==> src/rtl/cpu_pkg.sv <==
// Shared CPU definitions: fetch FSM states, reset PC default, opcodes,
// instruction field positions and the branch offset helper.
package cpu_pkg;

    typedef enum logic [0:0] {
        StFetch,
        StHold
    } fetch_state_e;

    localparam logic [31:0] RESET_PC_DEFAULT = 32'h0000_0000;

    localparam logic [5:0] OP_RTYPE = 6'h00;
    localparam logic [5:0] OP_ADDI  = 6'h08;
    localparam logic [5:0] OP_LW    = 6'h23;
    localparam logic [5:0] OP_SW    = 6'h2b;
    localparam logic [5:0] OP_BEQ   = 6'h04;

    localparam int unsigned OPCODE_MSB = 31;
    localparam int unsigned OPCODE_LSB = 26;
    localparam int unsigned FUNCT_MSB  = 5;
    localparam int unsigned FUNCT_LSB  = 0;

    // Word-aligned, sign-extended byte offset of a branch immediate.
    function automatic logic [31:0] branch_offset(input logic [15:0] imm);
        return {{14{imm[15]}}, imm, 2'b00};
    endfunction

endpackage

==> src/rtl/fetch_unit_if.sv <==
// Fetch-stage bundle: downstream control, instruction-memory bus and the
// presented instruction. master = fetch unit side, slave = environment side.
interface fetch_unit_if;
    logic        stall;
    logic        branch_taken;
    logic [31:0] branch_pc;
    logic [15:0] branch_imm;
    logic        imem_req;
    logic [31:0] imem_addr;
    logic        imem_ready;
    logic [31:0] imem_rdata;
    logic        if_valid;
    logic [31:0] if_instr;
    logic [31:0] if_pc;
    logic [5:0]  opCode;
    logic [5:0]  funct;

    modport master (
        input  stall, branch_taken, branch_pc, branch_imm, imem_ready, imem_rdata,
        output imem_req, imem_addr, if_valid, if_instr, if_pc, opCode, funct
    );

    modport slave (
        output stall, branch_taken, branch_pc, branch_imm, imem_ready, imem_rdata,
        input  imem_req, imem_addr, if_valid, if_instr, if_pc, opCode, funct
    );
endinterface

==> src/rtl/branch_target_calc.sv <==
// Combinational taken-branch target: branch_pc + 4 + (sext(imm) << 2), mod 2^32.
module branch_target_calc
    import cpu_pkg::*;
(
    input  logic [31:0] branch_pc,
    input  logic [15:0] branch_imm,
    output logic [31:0] target
);
    assign target = branch_pc + 32'd4 + branch_offset(branch_imm);
endmodule

==> src/rtl/fetch_unit.sv <==
// Instruction fetch stage: FETCH/HOLD FSM with branch redirect and squash of
// in-flight words. Define FETCH_PERF_CNT_EN to add fetch/squash counters.
module fetch_unit
    import cpu_pkg::*;
#(
    parameter logic [31:0] RESET_PC = RESET_PC_DEFAULT
) (
    input  logic        clk,
    input  logic        rst,
    fetch_unit_if.master bus
`ifdef FETCH_PERF_CNT_EN
    ,
    output logic [31:0] fetch_cnt,
    output logic [31:0] squash_cnt
`endif
);

    fetch_state_e state_q, state_d;
    logic [31:0]  pc_q, pc_d;
    logic [31:0]  req_addr_q, req_addr_d;
    logic         squash_q, squash_d;
    logic         if_valid_q, if_valid_d;
    logic [31:0]  if_instr_q, if_instr_d;
    logic [31:0]  if_pc_q, if_pc_d;
    logic [31:0]  target;
    logic         capture;
    logic         discard;

    branch_target_calc u_target (
        .branch_pc  (bus.branch_pc),
        .branch_imm (bus.branch_imm),
        .target     (target)
    );

    always_comb begin
        state_d    = state_q;
        pc_d       = pc_q;
        req_addr_d = req_addr_q;
        squash_d   = squash_q;
        if_valid_d = if_valid_q;
        if_instr_d = if_instr_q;
        if_pc_d    = if_pc_q;
        capture    = 1'b0;
        discard    = 1'b0;
        case (state_q)
            StFetch: begin
                if (bus.imem_ready) begin
                    if (bus.branch_taken) begin
                        discard    = 1'b1;
                        pc_d       = target;
                        req_addr_d = target;
                        squash_d   = 1'b0;
                    end else if (squash_q) begin
                        discard    = 1'b1;
                        squash_d   = 1'b0;
                        req_addr_d = pc_q;
                    end else begin
                        capture    = 1'b1;
                        if_instr_d = bus.imem_rdata;
                        if_pc_d    = req_addr_q;
                        if_valid_d = 1'b1;
                        pc_d       = req_addr_q + 32'd4;
                        state_d    = StHold;
                    end
                end else if (bus.branch_taken) begin
                    // Request address must stay stable; redirect once it completes.
                    pc_d     = target;
                    squash_d = 1'b1;
                end
            end
            StHold: begin
                if (bus.branch_taken) begin
                    if_valid_d = 1'b0;
                    pc_d       = target;
                    req_addr_d = target;
                    state_d    = StFetch;
                end else if (!bus.stall) begin
                    if_valid_d = 1'b0;
                    req_addr_d = pc_q;
                    state_d    = StFetch;
                end
            end
            default: state_d = StFetch;
        endcase
    end

    always_ff @(posedge clk) begin
        if (rst) begin
            state_q    <= StFetch;
            pc_q       <= RESET_PC;
            req_addr_q <= RESET_PC;
            squash_q   <= 1'b0;
            if_valid_q <= 1'b0;
            if_instr_q <= 32'h0;
            if_pc_q    <= 32'h0;
        end else begin
            state_q    <= state_d;
            pc_q       <= pc_d;
            req_addr_q <= req_addr_d;
            squash_q   <= squash_d;
            if_valid_q <= if_valid_d;
            if_instr_q <= if_instr_d;
            if_pc_q    <= if_pc_d;
        end
    end

    assign bus.imem_req  = (state_q == StFetch) && !rst;
    assign bus.imem_addr = req_addr_q;
    assign bus.if_valid  = if_valid_q;
    assign bus.if_instr  = if_instr_q;
    assign bus.if_pc     = if_pc_q;
    // Invalid slots decode as a no-write R-type.
    assign bus.opCode    = if_valid_q ? if_instr_q[OPCODE_MSB:OPCODE_LSB] : OP_RTYPE;
    assign bus.funct     = if_valid_q ? if_instr_q[FUNCT_MSB:FUNCT_LSB] : 6'h0;

`ifdef FETCH_PERF_CNT_EN
    logic [31:0] fetch_cnt_q, squash_cnt_q;

    always_ff @(posedge clk) begin
        if (rst) begin
            fetch_cnt_q  <= 32'h0;
            squash_cnt_q <= 32'h0;
        end else begin
            if (capture && fetch_cnt_q != 32'hFFFF_FFFF) begin
                fetch_cnt_q <= fetch_cnt_q + 32'd1;
            end
            if (discard && squash_cnt_q != 32'hFFFF_FFFF) begin
                squash_cnt_q <= squash_cnt_q + 32'd1;
            end
        end
    end

    assign fetch_cnt  = fetch_cnt_q;
    assign squash_cnt = squash_cnt_q;
`else
    logic unused_cnt;
    assign unused_cnt = capture ^ discard;
`endif

endmodule

==> src/flat_wrapper.sv <==
// flat-port wrapper written by rule: the top's interface ports become plain ports
module fetch_unit_flat import cpu_pkg::*;
#(
    parameter logic [31:0] RESET_PC = RESET_PC_DEFAULT
)
  (clk, rst, bus_stall, bus_branch_taken, bus_branch_pc, bus_branch_imm, bus_imem_ready, bus_imem_rdata, bus_imem_req, bus_imem_addr, bus_if_valid, bus_if_instr, bus_if_pc, bus_opCode, bus_funct);
  fetch_unit_if bus_i ();
  input  logic clk;
  input  logic rst;
  input wire logic [$bits(bus_i.stall)-1:0] bus_stall;
  input wire logic [$bits(bus_i.branch_taken)-1:0] bus_branch_taken;
  input wire logic [$bits(bus_i.branch_pc)-1:0] bus_branch_pc;
  input wire logic [$bits(bus_i.branch_imm)-1:0] bus_branch_imm;
  input wire logic [$bits(bus_i.imem_ready)-1:0] bus_imem_ready;
  input wire logic [$bits(bus_i.imem_rdata)-1:0] bus_imem_rdata;
  output wire logic [$bits(bus_i.imem_req)-1:0] bus_imem_req;
  output wire logic [$bits(bus_i.imem_addr)-1:0] bus_imem_addr;
  output wire logic [$bits(bus_i.if_valid)-1:0] bus_if_valid;
  output wire logic [$bits(bus_i.if_instr)-1:0] bus_if_instr;
  output wire logic [$bits(bus_i.if_pc)-1:0] bus_if_pc;
  output wire logic [$bits(bus_i.opCode)-1:0] bus_opCode;
  output wire logic [$bits(bus_i.funct)-1:0] bus_funct;
  assign bus_i.stall = bus_stall;
  assign bus_i.branch_taken = bus_branch_taken;
  assign bus_i.branch_pc = bus_branch_pc;
  assign bus_i.branch_imm = bus_branch_imm;
  assign bus_i.imem_ready = bus_imem_ready;
  assign bus_i.imem_rdata = bus_imem_rdata;
  assign bus_imem_req = bus_i.imem_req;
  assign bus_imem_addr = bus_i.imem_addr;
  assign bus_if_valid = bus_i.if_valid;
  assign bus_if_instr = bus_i.if_instr;
  assign bus_if_pc = bus_i.if_pc;
  assign bus_opCode = bus_i.opCode;
  assign bus_funct = bus_i.funct;
  fetch_unit #(.RESET_PC(RESET_PC)) u_core (.clk(clk), .rst(rst), .bus(bus_i));
endmodule
==> config.mk <==
export PLATFORM = sky130hd
export DESIGN_NAME = fetch_unit_flat
export DESIGN_NICKNAME = d
export VERILOG_FILES = /design/src/rtl/cpu_pkg.sv /design/src/rtl/fetch_unit_if.sv /design/src/rtl/branch_target_calc.sv /design/src/rtl/fetch_unit.sv /design/src/flat_wrapper.sv
export SDC_FILE = /design/constraint.sdc
export NUM_CORES = 1
export LEC_CHECK = 0
export CORE_UTILIZATION = 54
export DETAILED_ROUTE_END_ITERATION = 16
export PLACE_DENSITY = 0.86
export SYNTH_ARGS = -nofsm -noshare
export SYNTH_HDL_FRONTEND = slang
export SYNTH_HIERARCHICAL = 1
export SYNTH_SLANG_ARGS = --single-unit
==> constraint.sdc <==
create_clock -name clk -period 5 [get_ports clk]
set_clock_uncertainty 0.15 [all_clocks]
set_input_delay 0.75 -clock clk [delete_from_list [all_inputs] [get_ports clk]]
set_output_delay 0.75 -clock clk [all_outputs]
set_load 0.005 [all_outputs]
==> results of run 1 <==
[sequential cells by signal, summed over array words and instances, names as in the netlist]
name / count
u_core/bus.if_instr: 32
u_core/bus.if_pc: 32
u_core/bus.imem_addr: 32
u_core/pc_q: 32
u_core/bus.if_valid: 1
u_core/squash_q: 1
u_core/state_q: 1
[power groups by stage]
stage	Clock [mW]	Combinational (mW)	Sequential (mW)
2_1_floorplan	0	0.538	1.21
3_3_place_gp	0	0.801	1.24
3_5_place_dp	0	0.815	1.24
4_1_cts	1.20	0.822	1.22
5_1_grt	1.25	0.909	1.24
6_report	1.19	0.831	1.23
[stage by stage]
step	cell area, um^2	hold WS (ns)	worst slack, ns	std cells
6_report	10400	0.302	1.06	1320
3_5_place_dp	9860	0.296	0.662	1292
5_1_grt	10400	0.314	0.838	1320
3_3_place_gp	9860	0.291	0.773	1292
2_1_floorplan	7910	0.303	1.53	978
4_1_cts	10400	0.304	1.09	1320
[per-layer routing]
metal / share of wire / global-route usage / vias to the layer above
li1: - / - / 3804
met1: 0.41 / 0.352 / 3535
met5: 0 / 0 / -
met2: 0.47 / 0.491 / 407
met4: 0.015 / 0.0911 / 0
met3: 0.10 / 0.0678 / 29
[cell families (layout without fill, tap and decap cells)]
group	after synthesis	after routing
AND/OR/NAND/NOR	374	374
AO/OA/AOI/OAI	264	264
multiplexers	22	22
buffers and inverters	80	242
flip-flops	131	131
XOR/XNOR	48	48
adder cells (fa/ha/maj)	59	59
[path summary, 6_finish.rpt]
kind / to / slack, ns
worst max register to register: u_core/pc_q[20]$_SDFFE_PP0P_ / 2.30
worst min-delay path: u_core/bus.if_pc[12]$_SDFFE_PP0P_ / 0.30
worst min register to register: u_core/bus.if_pc[12]$_SDFFE_PP0P_ / 0.30
worst max-delay path: u_core/bus.imem_addr[25]$_SDFFE_PP0P_ / 1.06
[critical path, delay by kind of cell]
kind	cells	cell delay, ns
AOI/OAI and AO/OA	3	0.71
xor gates and xnor gates	1	0.28
adders and majority gates	2	0.76
buffers and inverters	1	0.83
muxes	1	0.12
and+or+nand+nor	3	0.66
[cell usage in the layout, fill, tap and decap left out, types with 22 or more instances in the layout]
master / n
a211oi_1: 34
a21oi_1: 102
clkdlybuf4s50_1: 192
dfxtp_1: 131
ha_1: 58
mux2i_1: 22
nand2_1: 184
nor2_1: 77
o21ai_0: 24
xor2_1: 30
[final cells by class]
cell class	instances	area share
well taps	180	0.0216
clock buffers	22	0.0465
multi-input cells	767	0.477
flip-flops and latches	131	0.252
clock inverters	6	0.00768
inverters	14	0.00504
repair buffers	200	0.191
==> metrics.txt, run 1 <==
status completed; Setup Crit Path Kind in -> reg; Total Wirelength 22100 um; GP Congestion 0.885; multi-input logic area 4970 um^2; H-tree depth 4; clock tree buffer depth 2; Crit Path Max Fanout 15; hold path start u_core/bus.if_pc[12]$_SDFFE_PP0P_; core area 14100 um^2; Fillers 1070; crit path max-delay cell type clkdlybuf4s50_1; # setup viols final 0; power share of the clock group 0.367; routed length per instance 16.7 um; Async SR Flop Fraction 0; Setup crit end kind flop; I/O pin count 195; compound-cell area share of the yosys netlist 0.226; PwrDens 312 nW/um^2; FP Rows 43; Via-to-Cell Ratio 5.89; CP max stage delay 0.83 ns; CTS Hold Bufs 0; top cell type's share of synthesized area 0.332; synth top area cells dfxtp_1, ha_1, nand2_1; Avg Cell Area, Syn 8.08 um^2; die area 15100 um^2; Hold Crit Class reg -> reg; largest family of logic cells by synthesized area compound AO/OA/AOI/OAI gates; cells after synthesis 978; crit path DAT 4.11 ns; Final Net Count 1275; Synth Area in XOR/XNOR 0.0532; Netlist cell types 81; clock net sink count 131; Final Cycle Share 0.788; critical path data required time 5.17 ns; final antenna-violating net count 0; CP Cell Sequence clkdlybuf4s50_1, ha_1, ha_1, nand4_2, nor2_4, o2111ai_2, and4b_4, o31ai_2, xor2_1, mux2i_1, a211oi_1; Max Freq 0.254 GHz; VDD IR max 235 uV; Remaining DRCs 0; PostCTS Resize Cnt 0; Finished Core Util 0.739; die width 123 um; Final HPWL DP 15600 um; P_leak 3.96 nW; ANT cells 0; count leader, synth nand2_1; max cap viols 0; flop and latch count out of synthesis 131; Post-synth top cells nand2_1, dfxtp_1, a21oi_1; Vias 7775; syn nets 1122; Initial Util 0.561; depth of the worst hold-timing path 2; GR Overflow Total 0; first-pass GRT wire length 34000 um; CTS root buf clkbuf_16; minimum clock period 3.94 ns; ys flop type dfxtp_1; post-synthesis sequential area ratio 0.332; type of origin of the critical path primary input; Reg clk slew, reported paths 0.06 ns; most frequent CP cell ha_1; Die H 123 um; Reg-to-Reg Start u_core/state_q$_SDFF_PP0_; Int Power 2.29 mW; Slew @ Worst Pin 1.03 ns; share of cells above drive strength 1 0.0588; mux contribution to synthesized area 0.0279; Storage cell area 2620 um^2; post-synth top area cell dfxtp_1; logic gate share of total power 0.256; Simple-Gate Fraction of Synth Area 0.224; sum of negative setup slack 0 ns; post-synthesis adder-cell area fraction 0.0943; Sw Ratio 0.294; initial drt markers 743; NetSw 0.957 mW; Setup Buffers After CTS 0; max-slew violations 0; Netlist Area Pre-Place 7910 um^2; Area Overhead vs Synth 31.9%; CTS Buf Count 17; pin count of the biggest net entering global routing 81; Max transition margin 0.312; R2R depth 6; Final Hold Viols 0; PnR Total Power 3.25 mW; CTS tree yes; Worst-Skew Late Latency 0.41 ns; GR Util All Layers 0.286; vias in the first global route 6936; EDFF count, synth 0; Yosys Warn Count 6; Sequential Power Share 0.378; Buffers on Ports 194; RSZ-0062 raised after global routing false; initial antenna violation count 0; Critical Path Source bus_branch_imm[15]; drt first pass iters 8
Power figures use the tool's default switching activity.
==> inputs of run 2 (changes only) <==
--- a/config.mk
+++ b/config.mk
@@ -5,9 +5,9 @@
 export SDC_FILE = /design/constraint.sdc
 export NUM_CORES = 1
 export LEC_CHECK = 0
-export CORE_UTILIZATION = 54
+export CORE_UTILIZATION = 46
 export DETAILED_ROUTE_END_ITERATION = 16
-export PLACE_DENSITY = 0.86
+export PLACE_DENSITY = 0.78
 export SYNTH_ARGS = -nofsm -noshare
 export SYNTH_HDL_FRONTEND = slang
 export SYNTH_HIERARCHICAL = 1
==> constraint.sdc (replaced) <==
create_clock -name clk -period 3.4 [get_ports clk]
set_clock_uncertainty 0.15 [all_clocks]
set_input_delay 0.51 -clock clk [delete_from_list [all_inputs] [get_ports clk]]
set_output_delay 0.51 -clock clk [all_outputs]
set_load 0.005 [all_outputs]
==> metrics.txt, run 2 (synthesized netlist as in run 1, its figures left out) <==
H-tree depth 4 (unchanged); minimum clock period 3.30 ns; critical path data required time 3.56 ns (-1.61 ns); met3 WL post-DR 2020 um (-12%); Via-to-Cell Ratio 5.55 (-5.7%); Area Overhead vs Synth 44.9%; vias in the first global route 7521 (+8.4%); Slew @ Worst Pin 0.705 ns (-0.325 ns); GR Util All Layers 0.270 (-0.0162); FP Rows 47 (+9.3%); Worst-Skew Late Latency 0.42 ns (about the same); # setup viols final 0 (unchanged); status completed; Setup Crit Path Kind in -> reg; met2 wire len 11400 um (+9.2%); Final Net Count 1376 (+7.9%); first-pass GRT wire length 38400 um (+13%); Die H 133 um (+8.2%); die area 17700 um^2 (+17%); M1 WL 10200 um (+13%); ANT cells 0 (unchanged); core area 16700 um^2 (+18%); clock net sink count 131 (unchanged); PwrDens 466 nW/um^2 (+49%); VDD IR max 389 uV (+66%); Hold Crit Class reg -> reg; CTS tree yes; Final Hold Viols 0 (unchanged); most frequent cells in the layout clkdlybuf4s50_1, nand2_1, dfxtp_1; Top Layer Used met4; max-slew violations 0 (unchanged); GR Overflow Total 0 (unchanged); CTS Buf Count 17 (unchanged); Remaining DRCs 0 (unchanged); routed length per instance 16.4 um (-2.1%); final non-filler cell area 11500 um^2 (+9.9%); type of origin of the critical path primary input; initial drt markers 584 (-21%); Buffers on Ports 194 (unchanged); Final Cycle Share 0.972; crit path DAT 3.46 ns (-0.65 ns); clock tree buffer depth 2 (unchanged); Initial Util 0.473 (-0.0875); initial antenna violation count 0 (unchanged); share of cells above drive strength 1 0.149 (+0.0906); Setup crit end kind flop; CTS root buf clkbuf_16; commonest non-fill, non-tap cell in the layout clkdlybuf4s50_1; CTS Hold Bufs 0 (unchanged); worst hold slack 0.301 ns (-0.000867 ns); P_leak 4.53 nW (+14%); pin count of the biggest net entering global routing 82 (+1.2%); PnR Total Power 5.33 mW (+64%); Total Wirelength 24000 um (+8.6%); Crit Path Max Fanout 4 (-11); Post-DP Area 10700 um^2 (+8.5%); die width 133 um (+8.2%); max cap viols 0 (unchanged); Reg clk slew, reported paths 0.06 ns (about the same); Vias 8138 (+4.7%); Max transition margin 0.527 (+0.214); Finished Core Util 0.686 (-0.0538); sum of negative setup slack 0 ns (unchanged); final antenna-violating net count 0 (unchanged); Final HPWL DP 17500 um (+12%); drt first pass iters 8 (unchanged); GP Congestion 0.941 (+6.3%); I/O pin count 195 (unchanged); Max Freq 0.303 GHz
==> run 2: cell types whose count changed in the layout (fill, tap and decap cells not counted), moves of 2 or more <==
cell / before / now
nor4_1: 7 / 5
nor4_2: 0 / 2
clkbuf_1: 1 / 3
ha_1: 58 / 56
a21oi_2: 2 / 4
a211oi_1: 34 / 32
clkbuf_8: 4 / 2
a211oi_2: 1 / 3
a21oi_1: 102 / 100
bufinv_16: 2 / 6
buf_4: 6 / 105
buf_12: 1 / 3
==> run 2: metrics by stage <==
stage	setup slack, ns	cells
6_report	0.0958	1465
5_1_grt	-0.0166	1465
4_1_cts	0.00420	1465
3_5_place_dp	-0.388	1433
3_3_place_gp	-0.343	1433
2_1_floorplan	0.173	978
==> run 2: area by class of cell <==
| cell class | count | area, um^2 |
|---|---|---|
| Sequential cell | 131 | 2620 |
| Clock inverter | 10 | 203 |
| Tap cell | 220 | 275 |
| Timing Repair Buffer | 301 | 2780 |
| Fill cell | 1379 | 5250 |
| Inverter | 14 | 52.6 |
| Multi-Input combinational cell | 767 | 5060 |
| Clock buffer | 22 | 464 |
==> run 2: power breakdown <==
| group | internal (mW) | total, mW | leakage [nW] | switching [mW] |
|---|---|---|---|---|
| registers | 1.66 | 1.80 | 1.07 | 0.140 |
| clock network | 1.41 | 2.07 | 0.324 | 0.659 |
| logic | 0.754 | 1.47 | 3.13 | 0.714 |
==> run 2: worst max-delay path, stage by stage <==
cell and delay, ns:
clkdlybuf4s50_1 0.40, ha_1 0.33, ha_1 0.36, a21o_1 0.21, a21oi_2 0.19, a32oi_4 0.15
buf_4 0.17, a31oi_2 0.24, o221ai_1 0.16, xnor2_1 0.30, mux2i_1 0.14, a211oi_1 0.31
==> run 2: path summary, 6_finish.rpt <==
| path | startpoint | end | slack, ns | cells past startpoint |
|---|---|---|---|---|
| worst max-delay path | bus_branch_pc[6] | u_core/bus.imem_addr[16]$_SDFFE_PP0P_ | 0.1 | 12 |
| worst min-delay path | u_core/bus.if_instr[22]$_SDFFE_PP0P_ | u_core/bus.if_instr[22]$_SDFFE_PP0P_ | 0.30 | 2 |
| worst min register to register | u_core/bus.if_instr[22]$_SDFFE_PP0P_ | u_core/bus.if_instr[22]$_SDFFE_PP0P_ | 0.30 | 2 |
| worst max register to register | u_core/bus.imem_addr[2]$_SDFFE_PP0P_ | u_core/pc_q[26]$_SDFFE_PP0P_ | 0.82 | 6 |
==> run 2: routing by layer <==
metal / GRT usage / vias up
li1: - / 4022
met4: 0.0859 / 0
met5: 0 / -
met1: 0.344 / 3704
met2: 0.454 / 374
met3: 0.0563 / 38
==> run 2: repair_timing <==
item,CTS,global route
setup buffers,0,0
endpoints found under the setup margin,1,25
gates resized for setup,1,18
pin swaps,1,9
